[src/rtl/nbit_counter_dec.sv]
// Loadable N-bit down-counter/timer with start/stop control, terminal-count
// done pulse and optional auto-reload for periodic operation.
module nbit_counter_dec #(
   parameter int unsigned N = 4
) (
   input  logic         clk,
   input  logic         reset,
   input  logic         load,
   input  logic [N-1:0] load_val,
   input  logic         start,
   input  logic         stop,
   input  logic         dec,
   input  logic         reload_en,
   output logic [N-1:0] count,
   output logic         busy,
   output logic         zero,
   output logic         done
);

   typedef enum logic {
      IDLE = 1'b0,
      RUN  = 1'b1
   } state_e;

   state_e       state_q, state_d;
   logic [N-1:0] count_q, count_d;
   logic [N-1:0] reload_q, reload_d;
   logic         done_q, done_d;

   // State, count, reload value and done pulse registers; synchronous reset.
   always_ff @(posedge clk) begin
      if (!reset) begin
         state_q  <= IDLE;
         count_q  <= '0;
         reload_q <= '0;
         done_q   <= 1'b0;
      end else begin
         state_q  <= state_d;
         count_q  <= count_d;
         reload_q <= reload_d;
         done_q   <= done_d;
      end
   end

   // Next-state decode: load > stop > start > dec.
   always_comb begin
      state_d  = state_q;
      count_d  = count_q;
      reload_d = reload_q;
      done_d   = 1'b0;

      if (load) begin
         // Load aborts any run silently and rearms the reload value.
         count_d  = load_val;
         reload_d = load_val;
         state_d  = IDLE;
      end else if (stop) begin
         // Stop also masks a same-edge start while idle.
         state_d = IDLE;
      end else if (start && (state_q == IDLE)) begin
         // Starting at zero would immediately underflow, so it is ignored.
         if (count_q != '0) begin
            state_d = RUN;
         end
      end else if (dec && (state_q == RUN)) begin
         if (count_q == N'(1)) begin
            done_d = 1'b1;
            if (reload_en) begin
               count_d = reload_q;
            end else begin
               count_d = '0;
               state_d = IDLE;
            end
         end else if (count_q != '0) begin
            count_d = count_q - N'(1);
         end
      end
   end

   assign count = count_q;
   assign busy  = (state_q == RUN);
   assign done  = done_q;
   assign zero  = (count_q == '0);

endmodule
[config.mk]
export PLATFORM = sky130hd
export DESIGN_NAME = nbit_counter_dec
export DESIGN_NICKNAME = d
export VERILOG_FILES = /design/src/rtl/nbit_counter_dec.sv
export SDC_FILE = /design/constraint.sdc
export NUM_CORES = 1
export LEC_CHECK = 0
export BUFFER_PORTS_ARGS = -buffer_cell sky130_fd_sc_hd__buf_2
export CORE_MARGIN = 4
export CORE_UTILIZATION = 40
export DETAILED_ROUTE_END_ITERATION = 16
export PLACE_DENSITY_LB_ADDON = 0.05
export SETUP_SLACK_MARGIN = 0.1
export SYNTH_ARGS = -nofsm -noshare
export SYNTH_HDL_FRONTEND = slang
export SYNTH_SLANG_ARGS = --single-unit
[constraint.sdc]
create_clock -name clk -period 1.6 [get_ports clk]
set_input_delay 0.24 -clock clk [delete_from_list [all_inputs] [get_ports clk]]
set_output_delay 0.24 -clock clk [all_outputs]
set_load 0.02 [all_outputs]
==> key figures, run 1 <==
Power
  – PD cells: 700 mW/mm2
  – Cell Int Power: 443 uW
  – Logic gate share of total power: 0.261
  – Switching power: 186 uW
  – Max IR drop VDD: 0.000616 V
  – Leak: 0.393 nW
  – Reg power frac: 0.440
  – Switching share of power: 0.296
  – Clock power share: 0.298

Detailed routing
  – Residual DRC: 0
  – Drt first-iter violations: 2
  – Routed len/inst: 14.3 um
  – Post-DRT Antenna Nets: 0
  – Vias per cell: 5.48
  – First-pass DRT Iterations: 4
  – Vias: 592
  – WL final: 1.54 mm

Die
  – # IOs: 18
  – Die H: 45.9 um
  – Core Footprint: 0.00132 mm2
  – Starting Density: 0.435
  – Row count: 13
  – Die X: 45.9 um
  – DIE AREA: 0.00210 mm2

Logic synthesis
  – Unique cell type count in the Yosys netlist: 27
  – Post-synth net total: 74
  – YS warnings: 0
  – Seq/Total Area, Yosys: 0.349
  – Synth Register Bits: 10
  – Post-synthesis cell area: 573 um2
  – Mean Syn Cell Area: 9.55 um2
  – Post-Synthesis Cells: 60

GRT
  – GRT Total Usage: 0.165
  – Grt ovf: 0
  – Antenna violations before repair: 0
  – Largest net degree at the start of global routing: 15
  – First-pass GRT wire length: 2.38 mm
  – Vias in the first global route: 531

Final layout
  – Layout Cells excl Fill: 108
  – Layout area overhead: 57.0%
  – Layout fillers: 111
  – Share of layout cells above drive strength 1: 0.570
  – Final net count: 108
  – Commonest non-fill, non-tap cells in the layout: buf_2 (16), buf_4 (13), dfxtp_1 (8)
  – Most common cell after layout, fill and taps aside: buf_2
  – ANT cells: 0

Min path
  – Min-Delay Path Depth: 2
  – Hold-critical path endpoint: busy$_SDFFE_PP0P_
  – Hold Path Origin: stop
  – Hold crit path type: primary input to register

CTS
  – Clk slew on worst S/H paths: 0.07 ns
  – Worst skew pair latency: 0.27 ns
  – H-tree levels: 1
  – CTS tree: done
  – Longest Clk Path Bufs: 2
  – Total clock sinks: 10
  – TritonCTS Buffers: 3
  – Root buf cell: clkbuf_4
  – CTS Hold Bufs: 0

Run status
  – Failing checks: setup timing
  – Outcome: finished, violations left

Worst setup path
  – Critical R2R Capture: count[1]$_SDFFE_PN0P_
  – CP Launch Type: register
  – Worst R2R Setup Slack: -0.02 ns
  – WS Path Type: register to register
  – Critical Path AT: 1.79 ns
  – R2R depth: 6
  – R2r startpoint: count[1]$_SDFFE_PN0P_
  – Req. time, crit path: 1.76 ns
  – Worst Path Max Fanout: 6
  – Crit path capture type: register

STA
  – Final setup fails: 1
  – Period Utilization, post-route: 1.01
  – Crit path time final: 1.62 ns
  – Clk_skew: 0.0103 ns
  – Post-Route Setup TNS: -0.0236 ns
  – RSZ-0062 raised after global routing: true
  – Final WS setup: -0.0236 ns
  – Relative slew slack: 0.785
  – Max Fclk: 616 MHz
  – Slew Limit Fails: 0
  – Final hold vios: 0
  – Worst slew pin tran: 0.322 ns

Place
  – Placer Congestion: 0.813
  – HPWL Detailed: 1.04 mm
  – Placed Cells: 94
  – I/O Buffers: 17

Job
  – Max-Cap Viols: 0
critical path: stages (launching register included):
cell       delay [ns]
dfxtp_4          0.36
inv_4            0.07
ha_4             0.13
or3b_4           0.43
a21oi_2          0.16
a2111oi_2        0.06
a311o_2          0.30
how the worst max path moves through the flow:
stage	startpoint	to	slack [ns]	depth (start not counted)
finish	count[1]$_SDFFE_PN0P_	count[1]$_SDFFE_PN0P_	-0.02	6
global route	count[1]$_SDFFE_PN0P_	count[1]$_SDFFE_PN0P_	-0.08	6
CTS	count[1]$_SDFFE_PN0P_	count[1]$_SDFFE_PN0P_	0.001	5
detailed placement	count[1]$_SDFFE_PN0P_	count[1]$_SDFFE_PN0P_	-0.009	6
global placement	count[1]$_SDFFE_PN0P_	count[0]$_SDFFE_PN0P_	-0.01	6
floorplan	count[0]$_SDFFE_PN0P_	count[0]$_SDFFE_PN0P_	-0.02	6
stage by stage:
step                hold WS (ns)  power [mW]   util  setup WS (ns)  area [um2]
floorplan                  0.318       0.361      -        -0.0181         612
global placement           0.417       0.408  0.560        -0.0146         738
detailed placement         0.423       0.408  0.560       -0.00911         738
CTS                        0.148       0.607  0.614        0.00100         810
global route               0.152       0.677  0.683        -0.0822         900
finish                     0.159       0.629  0.683        -0.0236         900
flip-flops by register name (all words and copies together) (netlist names):
register	count
count	4
reload_q	4
done	1
busy	1
layout make-up:
class                      count  area [um2]  share of cell area
clock buffer                   4        26.3              0.0292
inverter                       4        20.0              0.0223
multi-input combinational     44         427               0.474
sequential                    10         208               0.231
tap                           15        18.8              0.0209
timing repair buffer          31         200               0.223
metal layers:
layer	share of wire	GRT usage	vias to the layer above
li1	-	-	293
met1	0.44	0.213	269
met2	0.45	0.220	21
met3	0.065	0.0435	9
met4	0.046	0.142	0
met5	0	0	-
cells by family after synthesis:
kind of cell / Yosys count / share of synthesized area
mux: 5 / 0.0873
buf+inv: 6 / 0.0393
simple gates: 21 / 0.251
compound gates: 15 / 0.207
fa+ha+maj: 3 / 0.0655
flops: 10 / 0.349
power groups by stage:
stage          logic (mW)  clock network [mW]  registers, mW
2_1_floorplan      0.0720                   0          0.289
3_3_place_gp        0.126                   0          0.282
3_5_place_dp        0.125                   0          0.283
4_1_cts             0.139               0.191          0.277
5_1_grt             0.180               0.218          0.279
6_report            0.164               0.188          0.277
cell usage after synthesis:
library cell	n	area share
nor2b_1	4	0.044
or3b_2	1	0.015
nand3_1	2	0.017
a21oi_1	2	0.017
and4b_1	2	0.035
nor3_1	2	0.017
a311o_2	2	0.039
o21ai_0	2	0.017
mux2i_1	5	0.087
buf_1	1	0.0065
o311a_1	1	0.017
a211o_1	1	0.015
o21a_1	1	0.013
nand4b_1	2	0.031
dfxtp_1	10	0.35
a2111oi_0	2	0.031
nor3b_1	1	0.013
ha_1	3	0.066
nor2_1	2	0.013
nand3b_1	1	0.013
clkbuf_1	1	0.0065
nand2b_1	3	0.033
a41oi_1	1	0.015
inv_1	4	0.026
a211oi_1	2	0.026
or3b_4	1	0.020
a21o_2	1	0.015
timing repair:
item,CTS,global route
setup endpoints to repair,4,5
gates resized for setup,4,11
pin swaps,1,7
setup buffers,4,6
hold endpoints to repair,0,0
No activity file was read; power rests on OpenSTA's default activity.
==> inputs of run 2 (changes only) <==
--- a/config.mk
+++ b/config.mk
@@ -8,6 +8,7 @@
 export BUFFER_PORTS_ARGS = -buffer_cell sky130_fd_sc_hd__buf_2
 export CORE_MARGIN = 4
 export CORE_UTILIZATION = 40
+export CTS_BUF_LIST = sky130_fd_sc_hd__clkbuf_4 sky130_fd_sc_hd__clkbuf_8
 export DETAILED_ROUTE_END_ITERATION = 16
 export PLACE_DENSITY_LB_ADDON = 0.05
 export SETUP_SLACK_MARGIN = 0.1
==> key figures, run 2 (same netlist as run 1, synthesis figures left out) <==
Run status
  – Outcome: finished, violations left
  – Failing checks: setup timing

Detailed routing
  – WL final: 1.54 mm (-0.19%)
  – Residual DRC: 0 (unchanged)
  – Drt first-iter violations: 6 (+4)
  – First-pass DRT Iterations: 4 (unchanged)
  – Post-DRT Antenna Nets: 0 (unchanged)
  – Vias: 588 (-0.68%)
  – Routed len/inst: 14.3 um (-0.19%)
  – Vias per cell: 5.44 (-0.68%)

Power
  – Switching share of power: 0.288 (-0.00824)
  – Logic gate share of total power: 0.254 (-0.007)
  – Clock power share: 0.316 (+0.018)
  – Leak: 0.396 nW (+0.87%)
  – Reg power frac: 0.429 (-0.011)
  – PD cells: 715 mW/mm2 (+2.2%)
  – Switching power: 186 uW (-0.25%)
  – Max IR drop VDD: 0.000616 V (about the same)
  – Cell Int Power: 460 uW (+3.8%)

Die
  – Die H: 45.9 um (unchanged)
  – # IOs: 18 (unchanged)
  – Row count: 13 (unchanged)
  – Die X: 45.9 um (unchanged)
  – Core Footprint: 0.00132 mm2 (unchanged)
  – Starting Density: 0.435 (unchanged)
  – DIE AREA: 0.00210 mm2 (unchanged)

Final layout
  – Commonest non-fill, non-tap cells in the layout: buf_2 (16), buf_4 (13), dfxtp_1 (8)
  – Util after Layout: 0.686 (+0.00285)
  – Final net count: 108 (unchanged)
  – Most common cell after layout, fill and taps aside: buf_2
  – Post-route cell area: 903 um2 (+0.42%)
  – Layout area overhead: 57.6%
  – Share of layout cells above drive strength 1: 0.581 (+0.0108)
  – Layout fillers: 109 (-1.8%)
  – ANT cells: 0 (unchanged)

Worst setup path
  – Worst R2R Setup Slack: -0.02 ns (about the same)
  – R2R depth: 6 (unchanged)
  – Critical path's largest stage delay: 0.43 ns (about the same)
  – Critical R2R Capture: count[1]$_SDFFE_PN0P_
  – Crit path depth: 6 (unchanged)
  – Crit path capture type: register
  – Crit path max-delay family: compound AO/OA/AOI/OAI gates
  – CP max stage cell: or3b_4
  – CP Capture Point: count[1]$_SDFFE_PN0P_
  – CP Launch Type: register
  – Req. time, crit path: 1.76 ns (about the same)
  – Critical Path AT: 1.78 ns (about the same)
  – WP buf/inv: 1 (unchanged)
  – WS Path Type: register to register
  – R2r startpoint: count[1]$_SDFFE_PN0P_
  – Crit-path cells: inv_4 > ha_4 > or3b_4 > a21oi_2 > a2111oi_2 > a311o_2
  – Worst Path Max Fanout: 6 (unchanged)
  – Worst Setup SP: count[1]$_SDFFE_PN0P_

STA
  – Clk_skew: 0.0111 ns (+0.000812 ns)
  – Final WS setup: -0.0233 ns (+0.000298 ns)
  – Final setup fails: 1 (unchanged)
  – RSZ-0062 raised after global routing: true
  – Hold WS: 0.161 ns (+0.00190 ns)
  – Crit path time final: 1.62 ns (-0.000298 ns)
  – Relative slew slack: 0.786 (about the same)
  – Worst slew pin tran: 0.321 ns (-0.00108 ns)
  – Period Utilization, post-route: 1.01 (about the same)
  – Max Fclk: 616 MHz (about the same)
  – Final hold vios: 0 (unchanged)
  – Slew Limit Fails: 0 (unchanged)

GRT
  – Antenna violations before repair: 0 (unchanged)
  – Vias in the first global route: 531 (unchanged)
  – First-pass GRT wire length: 2.38 mm (unchanged)
  – GR peak layer: met2
  – Met2 Use GR: 0.220 (unchanged)
  – Grt ovf: 0 (unchanged)
  – Grt met1 use: 0.213 (unchanged)
  – Met3 Use GR: 0.0435 (unchanged)
  – GRT Total Usage: 0.165 (unchanged)
  – Largest net degree at the start of global routing: 15 (unchanged)

Place
  – Placer Congestion: 0.813 (unchanged)
  – Post-Place Cell Area: 738 um2 (unchanged)
  – HPWL Detailed: 1.04 mm (unchanged)
  – Pre-CTS setup slack: -0.00911 ns (unchanged)
  – I/O Buffers: 17 (unchanged)

Min path
  – Hold crit path type: primary input to register

CTS
  – TritonCTS Buffers: 3 (unchanged)
  – Longest Clk Path Bufs: 2 (unchanged)
  – Root buf cell: clkbuf_4
  – CTS tree: done
  – H-tree levels: 1 (unchanged)
  – Clk slew on worst S/H paths: 0.08 ns (about the same)
  – Total clock sinks: 10 (unchanged)
  – Worst skew pair latency: 0.27 ns (about the same)
  – CTS Hold Bufs: 0 (unchanged)

Job
  – Max-Cap Viols: 0 (unchanged)
## run 2: timing repair
action | CTS | global route
setup buffers | 4 | 6
endpoints found under the setup margin | 4 | 5
gates resized for setup | 4 | 11
endpoints found under the hold margin | 0 | 0
pin swaps | 1 | 7
## run 2: layout make-up
| class | count | area (um2) | area share |
|---|---|---|---|
| clock buffer | 4 | 30.0 | 0.0332 |
| inverter | 4 | 20.0 | 0.0222 |
| multi-input combinational | 44 | 427 | 0.472 |
| sequential | 10 | 208 | 0.230 |
| tap | 15 | 18.8 | 0.0208 |
| timing repair buffer | 31 | 200 | 0.222 |
## run 2: per-layer routing
metal | part of all wire | wire (um)
met3 | 0.045 | 70
met1 | 0.45 | 698
met2 | 0.46 | 703
met4 | 0.044 | 68
met5 | 0 | 0
## run 2: stage by stage
stage	cells	TNS, ns	total power [mW]
2_1_floorplan	60	-0.0325	0.361
3_3_place_gp	94	-0.0146	0.408
3_5_place_dp	94	-0.00911	0.408
4_1_cts	102	0	0.624
5_1_grt	108	-0.176	0.694
6_report	108	-0.0233	0.646
## run 2: worst min path at each step
stage,end,cells past startpoint,slack (ns),start
floorplan,busy$_SDFFE_PP0P_,1,0.32,stop
global placement,busy$_SDFFE_PP0P_,2,0.42,stop
detailed placement,busy$_SDFFE_PP0P_,2,0.42,stop
CTS,busy$_SDFFE_PP0P_,2,0.15,stop
global route,busy$_SDFFE_PP0P_,2,0.15,stop
finish,busy$_SDFFE_PP0P_,2,0.16,stop
## run 2: power by group through the flow
stage                     clock (mW)  sequential (mW)  combinational, mW
after detailed placement           0            0.283              0.125
after global placement             0            0.282              0.126
after floorplan                    0            0.289             0.0720
after global routing           0.235            0.279              0.180
final                          0.204            0.277              0.164
after CTS                      0.208            0.277              0.139
==> inputs of run 3 (changes only) <==
--- a/config.mk
+++ b/config.mk
@@ -5,13 +5,14 @@
 export SDC_FILE = /design/constraint.sdc
 export NUM_CORES = 1
 export LEC_CHECK = 0
-export BUFFER_PORTS_ARGS = -buffer_cell sky130_fd_sc_hd__buf_2
+export BUFFER_PORTS_ARGS = -buffer_cell sky130_fd_sc_hd__clkbuf_2
 export CORE_MARGIN = 4
 export CORE_UTILIZATION = 40
 export CTS_BUF_LIST = sky130_fd_sc_hd__clkbuf_4 sky130_fd_sc_hd__clkbuf_8
 export DETAILED_ROUTE_END_ITERATION = 16
 export PLACE_DENSITY_LB_ADDON = 0.05
 export SETUP_SLACK_MARGIN = 0.1
+export SKIP_CTS_REPAIR_TIMING = 1
 export SYNTH_ARGS = -nofsm -noshare
 export SYNTH_HDL_FRONTEND = slang
 export SYNTH_SLANG_ARGS = --single-unit
==> key figures, run 3 (same netlist as run 1, synthesis figures left out) <==
Detailed routing
  – WL final: 1.37 mm (-11%)
  – Routed len/inst: 13.5 um (-5.7%)
  – Residual DRC: 0 (unchanged)
  – Drt first-iter violations: 21 (+15)
  – Vias per cell: 5.36 (-1.5%)
  – Post-DRT Antenna Nets: 0 (unchanged)
  – Vias: 547 (-7.0%)
  – First-pass DRT Iterations: 4 (unchanged)

GRT
  – GRT Total Usage: 0.152 (-0.0132)
  – Vias in the first global route: 519 (-2.3%)
  – First-pass GRT wire length: 2.25 mm (-5.5%)
  – Grt ovf: 0 (unchanged)
  – Antenna violations before repair: 0 (unchanged)
  – Largest net degree at the start of global routing: 13 (-2)

Die
  – DIE AREA: 0.00210 mm2 (unchanged)
  – Core Footprint: 0.00132 mm2 (unchanged)
  – Row count: 13 (unchanged)
  – Starting Density: 0.435 (unchanged)
  – Die X: 45.9 um (unchanged)
  – # IOs: 18 (unchanged)
  – Die H: 45.9 um (unchanged)

Final layout
  – Final net count: 102 (-5.6%)
  – Most common cell after layout, fill and taps aside: clkbuf_2
  – Commonest non-fill, non-tap cells in the layout: clkbuf_2 (16), dfxtp_1 (8), buf_4 (8)
  – ANT cells: 0 (unchanged)
  – Post-route cell area: 830 um2 (-8.2%)
  – Util after Layout: 0.630 (-0.0560)
  – Layout area overhead: 44.8%
  – Share of layout cells above drive strength 1: 0.506 (-0.0749)

STA
  – Relative slew slack: 0.777 (-0.00832)
  – Crit path time final: 1.59 ns (-0.0340 ns)
  – Final setup fails: 0 (-1)
  – Worst slew pin tran: 0.333 ns (+0.0121 ns)
  – Final hold vios: 0 (unchanged)
  – Clk_skew: 0.00568 ns (-0.00547 ns)
  – Max Fclk: 629 MHz (+2.1%)
  – Period Utilization, post-route: 0.993 (-0.0213)
  – Hold WS: 0.136 ns (-0.0242 ns)
  – Slew Limit Fails: 0 (unchanged)
  – RSZ-0062 raised after global routing: true

CTS
  – CTS tree: done
  – Total clock sinks: 10 (unchanged)
  – Worst skew pair latency: 0.27 ns (about the same)
  – H-tree levels: 1 (unchanged)
  – Clk slew on worst S/H paths: 0.07 ns (about the same)
  – Longest Clk Path Bufs: 2 (unchanged)
  – TritonCTS Buffers: 3 (unchanged)
  – Root buf cell: clkbuf_4

Job
  – Max-Cap Viols: 0 (unchanged)

Worst setup path
  – Worst Path Max Fanout: 6 (unchanged)
  – Crit path capture type: register
  – CP Launch Type: register
  – Critical Path AT: 1.75 ns (-0.03 ns)
  – WS Path Type: register to register
  – Req. time, crit path: 1.76 ns (about the same)

Power
  – PD cells: 779 mW/mm2 (+9.0%)
  – Final Power: 646 uW (about the same)
  – Max IR drop VDD: 0.000602 V (-2.2%)
  – Leak: 0.363 nW (-8.2%)

Place
  – Placer Congestion: 0.784 (-3.5%)
  – Post-Place Cell Area: 746 um2 (+1.0%)
  – I/O Buffers: 17 (unchanged)
  – HPWL Detailed: 1.04 mm (+0.40%)

Min path
  – Hold crit path type: primary input to register

Run status
  – Outcome: complete, no violations
==> run 3: cell count changes in the layout (fill, tap and decap cells not counted), moves of 2 or more <==
cell,before,now
a211oi_1,0,2
a211oi_2,2,0
buf_2,16,0
buf_4,13,8
clkbuf_2,0,16
o21ai_0,0,2
==> run 3: stage by stage <==
step,setup WS (ns),std cells,TNS (ns)
after floorplan,-0.0181,60,-0.0325
after global placement,-0.0127,95,-0.0137
after detailed placement,-0.0000984,95,-0.0000984
after CTS,-0.00855,99,-0.0167
after global routing,-0.0569,102,-0.113
final,0.0107,102,0
==> run 3: area by class of cell <==
class	instances	area [um2]
Multi-Input combinational cell	44	398
Sequential cell	10	208
Tap cell	15	18.8
Timing Repair Buffer	25	151
Clock buffer	4	36.3
Fill cell	120	488
Inverter	4	17.5
==> run 3: power breakdown <==
group,total (mW),internal [mW],switching [mW],leakage (nW)
clock network,0.228,0.138,0.0903,0.0210
registers,0.277,0.261,0.0158,0.0836
logic,0.141,0.0721,0.0692,0.259
==> run 3: layer usage <==
metal / wire, um / global-route usage / vias to the layer above / share of wire
met3: 87 / 0.0277 / 4 / 0.063
met4: 31 / 0.114 / 0 / 0.023
met5: 0 / 0 / - / 0
met1: 632 / 0.191 / 245 / 0.46
met2: 622 / 0.225 / 16 / 0.45
li1: - / - / 282 / -
==> run 3: path summary, 6_finish.rpt <==
| check | start | to | slack, ns | cells after the start |
|---|---|---|---|---|
| worst max-delay path | count[0]$_SDFFE_PN0P_ | count[0]$_SDFFE_PN0P_ | 0.01 | 5 |
| worst min-delay path | stop | busy$_SDFFE_PP0P_ | 0.14 | 2 |
| worst min register to register | busy$_SDFFE_PP0P_ | busy$_SDFFE_PP0P_ | 0.51 | 2 |
| worst max register to register | count[0]$_SDFFE_PN0P_ | count[0]$_SDFFE_PN0P_ | 0.01 | 5 |
==> run 3: critical path, cell delays in order (launching register included) <==
cell and delay, ns:
dfxtp_4 0.39, ha_4 0.14, or3b_4 0.41, a21oi_2 0.13, a2111oi_2 0.06, a311o_2 0.34
